## src/rtl/remote_cmd_pkg.sv

```systemverilog
// Shared constants for the remote command UART transmitter: state encoding,
// motor/servo wire codes and the command-byte packer.
package remote_cmd_pkg;

  typedef enum logic [1:0] {
    ST_IDLE,
    ST_START,
    ST_DATA,
    ST_STOP
  } state_e;

  localparam int unsigned CMD_W  = 8;
  localparam int unsigned CODE_W = 3;

  localparam logic [CODE_W-1:0] MOTOR_HALT     = 3'b000;
  localparam logic [CODE_W-1:0] MOTOR_FORWARD  = 3'b011;
  localparam logic [CODE_W-1:0] MOTOR_BACKWARD = 3'b110;

  localparam logic [CODE_W-1:0] SERVO_HOLD     = 3'b000;
  localparam logic [CODE_W-1:0] SERVO_LEFT     = 3'b011;
  localparam logic [CODE_W-1:0] SERVO_RIGHT    = 3'b110;
  localparam logic [CODE_W-1:0] SERVO_STRAIGHT = 3'b101;

  typedef struct packed {
    logic [CODE_W-1:0] motor;
    logic [CODE_W-1:0] servo;
    logic [1:0]        pad;
  } cmd_byte_t;

  // Map the 2-bit request fields onto the on-wire command byte.
  function automatic logic [CMD_W-1:0] encode_cmd(input logic [1:0] motor,
                                                  input logic [1:0] servo);
    cmd_byte_t c;
    case (motor)
      2'd1:    c.motor = MOTOR_FORWARD;
      2'd2:    c.motor = MOTOR_BACKWARD;
      default: c.motor = MOTOR_HALT;
    endcase
    case (servo)
      2'd1:    c.servo = SERVO_LEFT;
      2'd2:    c.servo = SERVO_RIGHT;
      2'd3:    c.servo = SERVO_STRAIGHT;
      default: c.servo = SERVO_HOLD;
    endcase
    c.pad = 2'b00;
    return c;
  endfunction

endpackage

```

## src/rtl/remote_cmd_baud.sv

```systemverilog
// Bit-period timer: bit_tick_o is high for the last cycle of every DIV-cycle
// bit window, with the window realigned by restart_i.
module remote_cmd_baud #(
  parameter int unsigned DIV = 108
) (
  input  logic clk_i,
  input  logic rst_i,
  input  logic restart_i,
  output logic bit_tick_o
);

  localparam int unsigned CNT_W = (DIV > 1) ? $clog2(DIV) : 1;
  localparam logic [CNT_W-1:0] CNT_LAST = CNT_W'(DIV - 1);

  logic [CNT_W-1:0] cnt_q, cnt_d;
  logic             tick_q;

  always_comb begin
    cnt_d = cnt_q + CNT_W'(1);
    if (restart_i || (cnt_q == CNT_LAST)) cnt_d = '0;
  end

  // Tick is registered off the next count so it lines up with cnt_q == DIV-1.
  always_ff @(posedge clk_i or posedge rst_i) begin
    if (rst_i) begin
      cnt_q  <= '0;
      tick_q <= 1'b0;
    end else begin
      cnt_q  <= cnt_d;
      tick_q <= (cnt_d == CNT_LAST);
    end
  end

  assign bit_tick_o = tick_q;

endmodule

```

## src/rtl/remote_cmd_tx.sv

```systemverilog
// Remote command UART transmitter (8N1). Define REMOTE_CMD_KEEPALIVE_EN to
// resend the last command after KEEPALIVE_CYCLES consecutive idle cycles.
module remote_cmd_tx
  import remote_cmd_pkg::*;
#(
  parameter int unsigned SYS_CLK_FREQ     = 100_000_000,
  parameter int unsigned BAUD_RATE        = 921600,
  parameter int unsigned KEEPALIVE_CYCLES = 10_000_000
) (
  input  logic       sys_clk,
  input  logic       rst,
  input  logic       req_valid,
  output logic       req_ready,
  input  logic [1:0] req_motor,
  input  logic [1:0] req_servo,
  output logic       tx_pin,
  output logic       busy
);

  localparam int unsigned DIV   = SYS_CLK_FREQ / BAUD_RATE;
  localparam int unsigned BIT_W = 3;

  state_e             state_q;
  logic               tx_pin_q;
  logic               busy_q;
  logic               req_ready_q;
  logic [CMD_W-1:0]   shift_q;
  logic [CMD_W-1:0]   last_cmd_q;
  logic [BIT_W-1:0]   bit_cnt_q;

  logic               bit_tick;
  logic               accept_c;
  logic               ka_fire_c;
  logic               start_c;
  logic [CMD_W-1:0]   next_byte_c;

  assign accept_c    = req_valid && req_ready_q;
  assign start_c     = (state_q == ST_IDLE) && (accept_c || ka_fire_c);
  assign next_byte_c = accept_c ? encode_cmd(req_motor, req_servo) : last_cmd_q;

  remote_cmd_baud #(
    .DIV(DIV)
  ) u_baud (
    .clk_i     (sys_clk),
    .rst_i     (rst),
    .restart_i (start_c),
    .bit_tick_o(bit_tick)
  );

`ifdef REMOTE_CMD_KEEPALIVE_EN
  localparam int unsigned KA_W = $clog2(KEEPALIVE_CYCLES + 1);
  localparam logic [KA_W-1:0] KA_LAST = KA_W'(KEEPALIVE_CYCLES - 1);

  logic [KA_W-1:0] idle_cnt_q;

  // A real request at the expiry cycle takes priority via next_byte_c.
  assign ka_fire_c = (state_q == ST_IDLE) && (idle_cnt_q == KA_LAST);

  always_ff @(posedge sys_clk or posedge rst) begin
    if (rst) begin
      idle_cnt_q <= '0;
    end else if ((state_q != ST_IDLE) || start_c) begin
      idle_cnt_q <= '0;
    end else begin
      idle_cnt_q <= idle_cnt_q + KA_W'(1);
    end
  end
`else
  logic unused_keepalive;

  assign ka_fire_c        = 1'b0;
  assign unused_keepalive = ^{32'(KEEPALIVE_CYCLES), last_cmd_q};
`endif

  // Frame sequencer; every output is a register updated here.
  always_ff @(posedge sys_clk or posedge rst) begin
    if (rst) begin
      state_q     <= ST_IDLE;
      tx_pin_q    <= 1'b1;
      busy_q      <= 1'b0;
      req_ready_q <= 1'b1;
      shift_q     <= '0;
      last_cmd_q  <= '0;
      bit_cnt_q   <= '0;
    end else begin
      case (state_q)
        ST_IDLE: begin
          if (start_c) begin
            state_q     <= ST_START;
            tx_pin_q    <= 1'b0;
            busy_q      <= 1'b1;
            req_ready_q <= 1'b0;
            shift_q     <= next_byte_c;
            last_cmd_q  <= next_byte_c;
          end
        end
        ST_START: begin
          if (bit_tick) begin
            state_q   <= ST_DATA;
            tx_pin_q  <= shift_q[0];
            shift_q   <= {1'b0, shift_q[CMD_W-1:1]};
            bit_cnt_q <= '0;
          end
        end
        ST_DATA: begin
          if (bit_tick) begin
            if (bit_cnt_q == BIT_W'(CMD_W - 1)) begin
              state_q  <= ST_STOP;
              tx_pin_q <= 1'b1;
            end else begin
              tx_pin_q  <= shift_q[0];
              shift_q   <= {1'b0, shift_q[CMD_W-1:1]};
              bit_cnt_q <= bit_cnt_q + BIT_W'(1);
            end
          end
        end
        ST_STOP: begin
          if (bit_tick) begin
            state_q     <= ST_IDLE;
            busy_q      <= 1'b0;
            req_ready_q <= 1'b1;
          end
        end
        default: state_q <= ST_IDLE;
      endcase
    end
  end

  assign tx_pin    = tx_pin_q;
  assign busy      = busy_q;
  assign req_ready = req_ready_q;

endmodule

```

## config.mk

```make
export PLATFORM = sky130hd
export DESIGN_NAME = remote_cmd_tx
export DESIGN_NICKNAME = d
export VERILOG_FILES = /design/src/rtl/remote_cmd_pkg.sv /design/src/rtl/remote_cmd_baud.sv /design/src/rtl/remote_cmd_tx.sv
export SDC_FILE = /design/constraint.sdc
export NUM_CORES = 1
export LEC_CHECK = 0
export BUFFER_PORTS_ARGS = -buffer_cell sky130_fd_sc_hd__buf_2
export CAP_MARGIN = 0
export CORE_MARGIN = 3
export CORE_UTILIZATION = 40
export CTS_BUF_LIST = sky130_fd_sc_hd__clkbuf_8
export CTS_CLUSTER_DIAMETER = 60
export DETAILED_ROUTE_END_ITERATION = 10
export GPL_TIMING_DRIVEN = 0
export SETUP_SLACK_MARGIN = 0.02
export SYNTH_ARGS = -nofsm -noshare
export SYNTH_HDL_FRONTEND = slang
export SYNTH_SLANG_ARGS = --single-unit
```

## constraint.sdc

```tcl
create_clock -name sys_clk -period 2.49 [get_ports sys_clk]
set_input_delay 0.3735 -clock sys_clk [delete_from_list [all_inputs] [get_ports sys_clk]]
set_output_delay 0.3735 -clock sys_clk [all_outputs]
set_load 0.02 [all_outputs]
```

---- Word level (Yosys, flattened, before mapping) ----
Cells that the tools add are included.
operators by class
  multiplexer cells ....................... 29
  eq/ne operators ......................... 17
  reduce and logical (&&, ||, !) cells .... 13
  $add $sub $neg .......................... 2
operator list
  cell                                            number
  two-way mux 8 bit                               5
  case mux 8 bit (3 select lines)                 1
  == test 7 bit (second input constant)           2
  case mux 3 bit (2 select lines)                 2
  == test 2 bit (second input constant)           5
  two-way mux 2 bit                               5
  AND reduction 5 bit                             2
  two-way mux 3 bit                               3
  case mux 3 bit (3 select lines)                 1
  != test 2 x 1 -> 1 bit (second input constant)  4
  case mux 2 bit (4 select lines)                 1
  AND reduction 4 bit                             2
  adder 7 x 1 -> 7 bit (second input constant)    1
  two-way mux 1 bit                               7
  two-way mux 7 bit                               1
  == test 2 x 1 -> 1 bit (second input constant)  3
  != test 2 bit (second input constant)           2
  case mux 1 bit (2 select lines)                 2
  nonzero test 2 bit                              2
  adder 3 x 1 -> 3 bit (second input constant)    1
  == test 3 bit (second input constant)           1
  case mux 1 bit (3 select lines)                 1
  AND reduction 3 bit                             1
  nonzero test 3 bit                              1
  other kinds (4)                                 5
word-level totals
  output and inout bits ................... 3
  register bits after elaboration ......... 32

---- Logic depth before layout (Yosys ltp) ----
Gate-level depths: netlist of run 1.
  depth in word-level cells ............... 5
  depth in mapped cells ................... 8

---- Modules after synthesis ----
A second synthesis of run 1 with hierarchy kept.
second synthesis, totals
  cell total of the unflattened synthesis .. 171
  area, all modules ....................... 1866.8 um2
modules (own cells, without submodules)
  module           cells each  area an instance (um2)  times used
  remote_cmd_tx    135         1470.2                  1
  remote_cmd_baud  36          396.6                   1

---- Worst setup path after synthesis of run 1 ----
OpenSTA, ideal clock, no wires.
  path kind ............................... flip-flop to flip-flop
  start point ............................. register bit_cnt_q[0]
  end point ............................... register shift_q[3]
  setup time .............................. 0.125 ns
  required time ........................... 2.365 ns
  setup slack ............................. 0.546 ns
  clock period less this slack ............ 1.944 ns
  arrival time ............................ 1.819 ns
  stages on the path, launching flop included .. 7
  cells stage by stage .................... dfrtp_1 ha_1 ha_1 buf_6 nand2b_4 a2111oi_4 mux2_2
between the ends
  word-level cells in the longest chain between the ends .. 3
RTL lines
  what                                  RTL line              text
  from (decl)                           remote_cmd_tx.sv:29   logic [BIT_W-1:0] bit_cnt_q;
  from (signal assigned)                remote_cmd_tx.sv:113  bit_cnt_q <= bit_cnt_q + BIT_W'(1);
  == test 3 bit                         remote_cmd_tx.sv:107  if (bit_cnt_q == BIT_W'(CMD_W - 1)) begin
  != test 2 bit (no source line)        -
  AND reduction 5 bit (no source line)  -
  to (signal assigned)                  remote_cmd_tx.sv:93   shift_q <= next_byte_c;
  to (signal assigned)                  remote_cmd_tx.sv:101  shift_q <= {1'b0, shift_q[CMD_W-1:1]};
  to (signal assigned)                  remote_cmd_tx.sv:112  shift_q <= {1'b0, shift_q[CMD_W-1:1]};
  to (decl)                             remote_cmd_tx.sv:27   logic [CMD_W-1:0] shift_q;
No other way between the ends.
A chain may end at the register's enable or synchronous reset.

---- Worst setup path in the final report of run 1 ----
Same ends and word-level chain as after synthesis.

==> reports/metrics.cfg, run 1 <==
[outcome]
status=finished, final reports clean

[worst_setup_path]
rr_worst_depth=6
cp_max_fo=9
required_ns=2.65
path_buf_inv=1
crit_type=reg -> reg
cp-startpoint=bit_cnt_q[0]$_DFFE_PP0P_
cpLargestDelayFamily=compound AO/OA/AOI/OAI gates
rr_startpoint=bit_cnt_q[0]$_DFFE_PP0P_
timing.rr.end=shift_q[3]$_DFFE_PP0P_
worstPathArrival_ns=2.29
setup.worst_path.end=shift_q[3]$_DFFE_PP0P_
cp.depth=6
crit_chain=ha_1, ha_1, buf_6, nand2b_4, a2111oi_4, mux2_2
cp_common_cell=ha_1
slowest_stage=a2111oi_4
start_kind=register
critPathMaxStageDelay_ns=0.54
rrSetupSlack_ns=0.36
critPathCaptureType=register

[timing]
finalSetupTns_ns=0
fmaxAchievable_mhz=469.1
post-route-period-util=0.8562
fin_skew_ns=0.003507
hold_viol=0
setup_viol=0
tightest_slew_ns=0.6885
timing.slew.headroom=0.5371
rsz0062_at_grt=false
fin_crit_ns=2.132
slew_viol_final=0

[placement]
io_buffer_count=8
place_area_sq_mm=0.001913
place_hpwl_um=2435
place.gp.congestion=0.7540

[drt]
dr.first_iter.drc_count=71
dr.pass1.iters=4
ant_nets=0
drc_errors=0
viasPerCell=5.264
wl_per_cell_um=13.05
finalWirelength_um=3315
vias=1337

[clock_network]
clock_path_buffers=2
holdBufCountCts=0
root_buffer=clkbuf_8
clkTransAtPathRegs_ns=0.06
htree_num_levels=2
numCtsBuffers=5
cts.sinks=32
cts_tree=yes
clk_latency_ns=0.27
cts_setup_buffers=0
cts_resized=0

[power]
netSwitchingFraction=0.2080
pwr_density_cell_mw_per_mm2=466.0
switchingPower_mw=0.1968
p_leak_nw=0.9721
ir_worst_vdd_mv=0.3296
p_total_mw=0.9463
seq_power_share=0.550
pwr-share-comb=0.036
internal_power_mw=0.7495
pwr-share-clk=0.414

[synth]
synth_ff_type=dfrtp_1
syn-instance-count=187
yosys_warnings=0
ys_ff_latch=32
synth_top_area_share=0.4147
synth_nets=209
yosysUniqueCellTypes=42
synth_area_leaders=dfrtp_1 (41%), ha_1 (10%), nand2_1 (4.8%)
synth_edf_count=0
synth.largest_area_cell=dfrtp_1
ys_seq_area_frac=0.4437
async_reset_ff_frac=1.000
avgSynthCellArea_sq_um=9.682
syn_area_sq_mm=0.001810

[die]
die_w_um=73.28
die_area_sq_mm=0.005369
rows=23
pin_count=10
die_h_um=73.28
start_util=0.4339
coreArea_sq_mm=0.004173

[layout]
final_core_util=0.4867
nets=225
synthToLayoutAreaGrowth_pct=12.16
drive_above_1_share=0.1912
fin_area_sq_mm=0.002031
diodes=0

[global_routing]
track_usage=0.1393
grt.overflow.total=0
grt_max_degree=33
grt_first_pass_wirelength_um=5809
antenna_found_initial=0
grt_pass1_vias=1322

[flow_run]
maxCapViolCount=0

[min_path]
hp-class=in -> async

## worst min path at each step
stage | from | to | slack [ns] | cells after the start
floorplan | last_cmd_q[7]$_DFFE_PP0P_ | last_cmd_q[7]$_DFFE_PP0P_ | 0.45 | 2
global placement | last_cmd_q[7]$_DFFE_PP0P_ | last_cmd_q[7]$_DFFE_PP0P_ | 0.46 | 2
detailed placement | last_cmd_q[3]$_DFFE_PP0P_ | last_cmd_q[3]$_DFFE_PP0P_ | 0.47 | 2
CTS | req_motor[1] | last_cmd_q[6]$_DFFE_PP0P_ | 0.46 | 3
global route | rst | busy$_DFFE_PP0P_ | 0.12 | 2
finish | rst | bit_cnt_q[2]$_DFFE_PP0P_ | 0.09 | 2
## cells in the mapped netlist, drive strengths merged (5+ instances only)
library cell / count
a21oi: 15
buf: 6
dfrtp: 30
ha: 15
inv: 12
mux2: 5
nand2: 23
nand3: 5
nor2: 20
nor3: 6
o21ai: 8
## stage by stage
step           worst slack, ns  std cells  hold WS, ns
5_1_grt                 0.3024        254       0.1238
6_report                0.3581        254      0.09219
4_1_cts                 0.3574        253       0.4597
3_3_place_gp            0.4135        245       0.4647
3_5_place_dp            0.3643        245       0.4666
2_1_floorplan           0.5464        187       0.4456
## sequential cells by signal, summed over array words and instances, names as in the netlist
register / count
busy: 1
bit_cnt_q: 3
u_baud.bit_tick_o: 1
req_ready: 1
tx_pin: 1
last_cmd_q: 8
state_q: 2
shift_q: 8
u_baud.cnt_q: 7
## layout make-up
| class | instances | area [sq um] |
|---|---|---|
| repair buffers | 9 | 67.56 |
| well taps | 50 | 62.56 |
| plain buffers | 9 | 56.30 |
| inverters | 12 | 45.04 |
| clock inverters | 2 | 7.507 |
| flip-flops and latches | 32 | 803.3 |
| multi-input cells | 134 | 905.9 |
| fillers | 397 | 2142 |
| clock buffers | 6 | 82.58 |
## cell families after synthesis
group,Yosys count,share of synthesized area
flip-flops,32,0.4437
multiplexers,5,0.03110
AO/OA/AOI/OAI,42,0.1707
AND/OR/NAND/NOR,68,0.1755
buffers and inverters,21,0.05597
adder cells (fa/ha/maj),15,0.1037
XOR/XNOR,4,0.01935
## cells in the final DEF, fill, tap and decap left out, drive strengths merged
master | synthesis | final
a21boi | 2 | 2
a22oi | 2 | 2
inv | 12 | 13
a2111oi | 1 | 1
a211oi | 2 | 2
and2b | 1 | 1
dfstp | 2 | 2
xor2 | 2 | 2
o2111ai | 1 | 1
nor4 | 1 | 1
nand2b | 3 | 3
o21a | 1 | 1
a22o | 3 | 3
o22ai | 1 | 1
and2 | 2 | 2
and3 | 3 | 3
a311oi | 1 | 1
o31ai | 1 | 1
mux2 | 5 | 5
nand2 | 23 | 23
ha | 15 | 15
clkinv | 0 | 1
clkbuf | 3 | 9
a221oi | 2 | 2
o21ai | 8 | 8
nor2b | 2 | 2
buf | 6 | 15
dfrtp | 30 | 30
nor2 | 20 | 20
or3 | 2 | 2
o22a | 1 | 1
nand3 | 5 | 5
xnor2 | 2 | 2
a21oi | 15 | 15
nor3 | 6 | 6
o21bai | 1 | 1
## per-layer routing
metal | wire (um) | up-vias | GRT usage
li1 | - | 666 | -
met1 | 1602 | 649 | 0.1767
met2 | 1561 | 20 | 0.2284
met3 | 130 | 2 | 0.04241
met4 | 21 | 0 | 0.04098
met5 | 0 | - | 0
## power by group through the flow
stage,registers (mW),clock network [mW],logic (mW)
final,0.520,0.392,0.0345
after global routing,0.520,0.430,0.0407
after CTS,0.520,0.405,0.0305
after detailed placement,0.530,0,0.0304
after global placement,0.530,0,0.0292
after floorplan,0.530,0,0.0186
(Power assumes the default switching activity.)
==> run 2, diff against run 1 <==
CTS_BUF_LIST = not set   (was sky130_fd_sc_hd__clkbuf_8)
==> run 2 against run 1 <==
First-iteration DRC count unchanged. Sequential cell count unchanged. Clock power increased by 2%. Sequential share of layout area unchanged. Critical path type unchanged. Critical endpoint unchanged. Highest routed layer unchanged.
==> reports/metrics.cfg, run 2 (synthesis gave the netlist of run 1 again) <==
[die]
coreArea_sq_mm=0.004173
start_util=0.4339
rows=23
pin_count=10
die_h_um=73.28
die_w_um=73.28
die_area_sq_mm=0.005369

[layout]
synthToLayoutAreaGrowth_pct=12.16
final-instance-count-excl-fill=254
nets=225
top_regs=last_cmd_q: 8 flops, shift_q: 8 flops, u_baud.cnt_q: 7 flops
diodes=0
fin_area_sq_mm=0.002031
drive_above_1_share=0.1912
fillers=397
layout_common_cells=dfrtp_1 (30), nand2_1 (23), nor2_1 (20)
layout_commonest_cell=dfrtp_1

[worst_setup_path]
cp_max_fo=9
critPathCaptureType=register
start_kind=register
slowest_stage=a2111oi_4
cp_common_cell=ha_1
path_buf_inv=1
critPathMaxStageDelay_ns=0.54
cpLargestDelayFamily=compound AO/OA/AOI/OAI gates
required_ns=2.65
crit_type=reg -> reg
worstPathArrival_ns=2.29
crit_chain=ha_1, ha_1, buf_6, nand2b_4, a2111oi_4, mux2_2

[placement]
dp_cells=245
io_buffer_count=8
place_area_sq_mm=0.001913
place_hpwl_um=2435
place.gp.congestion=0.7540

[timing]
fmaxAchievable_mhz=469.0
holdWs_ns=0.09218
finalSetupTns_ns=0
fin_crit_ns=2.132
rsz0062_at_grt=false
timing.slew.headroom=0.5371
setup_viol=0
tightest_slew_ns=0.6885
slew_viol_final=0
post-route-period-util=0.8562
fin_skew_ns=0.003531
hold_viol=0

[global_routing]
track_usage=0.1393
antenna_found_initial=0
grt_first_pass_wirelength_um=5809
grt_max_degree=33
grt.overflow.total=0
grt_pass1_vias=1322

[drt]
viasPerCell=5.268
dr.first_iter.drc_count=71
dr.pass1.iters=4
wl_per_cell_um=13.05
vias=1338
drc_errors=0
ant_nets=0
finalWirelength_um=3315

[clock_network]
numCtsBuffers=5
clkTransAtPathRegs_ns=0.06
cts_resized=0
holdBufCountCts=0
clock_path_buffers=2
root_buffer=clkbuf_8
htree_num_levels=2
cts.sinks=32
cts_tree=yes
clk_latency_ns=0.27
cts_setup_buffers=0

[power]
switchingPower_mw=0.1967
pwr-share-comb=0.036
seq_power_share=0.545
p_leak_nw=0.9639
ir_worst_vdd_mv=0.3296
internal_power_mw=0.7578
pwr_density_cell_mw_per_mm2=470.0
netSwitchingFraction=0.2061
pwr-share-clk=0.419

[min_path]
hp-class=in -> async

[outcome]
status=finished, final reports clean

[flow_run]
maxCapViolCount=0

[run 2: layout make-up]
cell class / instances / area, sq um / area share
clock buffers: 8 / 90.09 / 0.04436
inverters: 12 / 45.04 / 0.02218
multi-input cells: 134 / 905.9 / 0.4461
repair buffers: 9 / 67.56 / 0.03327
flip-flops and latches: 32 / 803.3 / 0.3956
well taps: 50 / 62.56 / 0.03081
plain buffers: 9 / 56.30 / 0.02773
[run 2: path summary, 6_finish.rpt]
check	depth (start not counted)	startpoint	end	slack, ns
hold reg to reg	2	last_cmd_q[3]$_DFFE_PP0P_	last_cmd_q[3]$_DFFE_PP0P_	0.48
hold / removal	2	rst	bit_cnt_q[2]$_DFFE_PP0P_	0.09
min in group sys_clk	3	req_motor[1]	last_cmd_q[6]$_DFFE_PP0P_	0.47
setup / recovery	6	bit_cnt_q[0]$_DFFE_PP0P_	shift_q[3]$_DFFE_PP0P_	0.36
max in group asynchronous	3	rst	req_ready$_DFFE_PP1P_	1.88
setup reg to reg	6	bit_cnt_q[0]$_DFFE_PP0P_	shift_q[3]$_DFFE_PP0P_	0.36
[run 2: layer usage]
layer | up-vias | track usage | wire (um)
met5 | - | 0 | 0
met4 | 0 | 0.04098 | 21
met3 | 2 | 0.04241 | 130
met2 | 20 | 0.2284 | 1561
met1 | 650 | 0.1767 | 1602
li1 | 666 | - | -
[run 2: per-stage QoR]
step	total power, mW	util	worst slack, ns
floorplan	0.5482	-	0.5464
global placement	0.5588	0.4585	0.4135
detailed placement	0.5600	0.4585	0.3643
CTS	0.9626	0.4801	0.3571
global route	0.9973	0.4867	0.3019
finish	0.9545	0.4867	0.3580
[run 2: power groups by stage]
stage	clock network, mW	logic [mW]	registers [mW]
2_1_floorplan	0	0.0186	0.530
3_3_place_gp	0	0.0292	0.530
3_5_place_dp	0	0.0304	0.530
4_1_cts	0.412	0.0305	0.520
5_1_grt	0.437	0.0407	0.520
6_report	0.400	0.0345	0.520
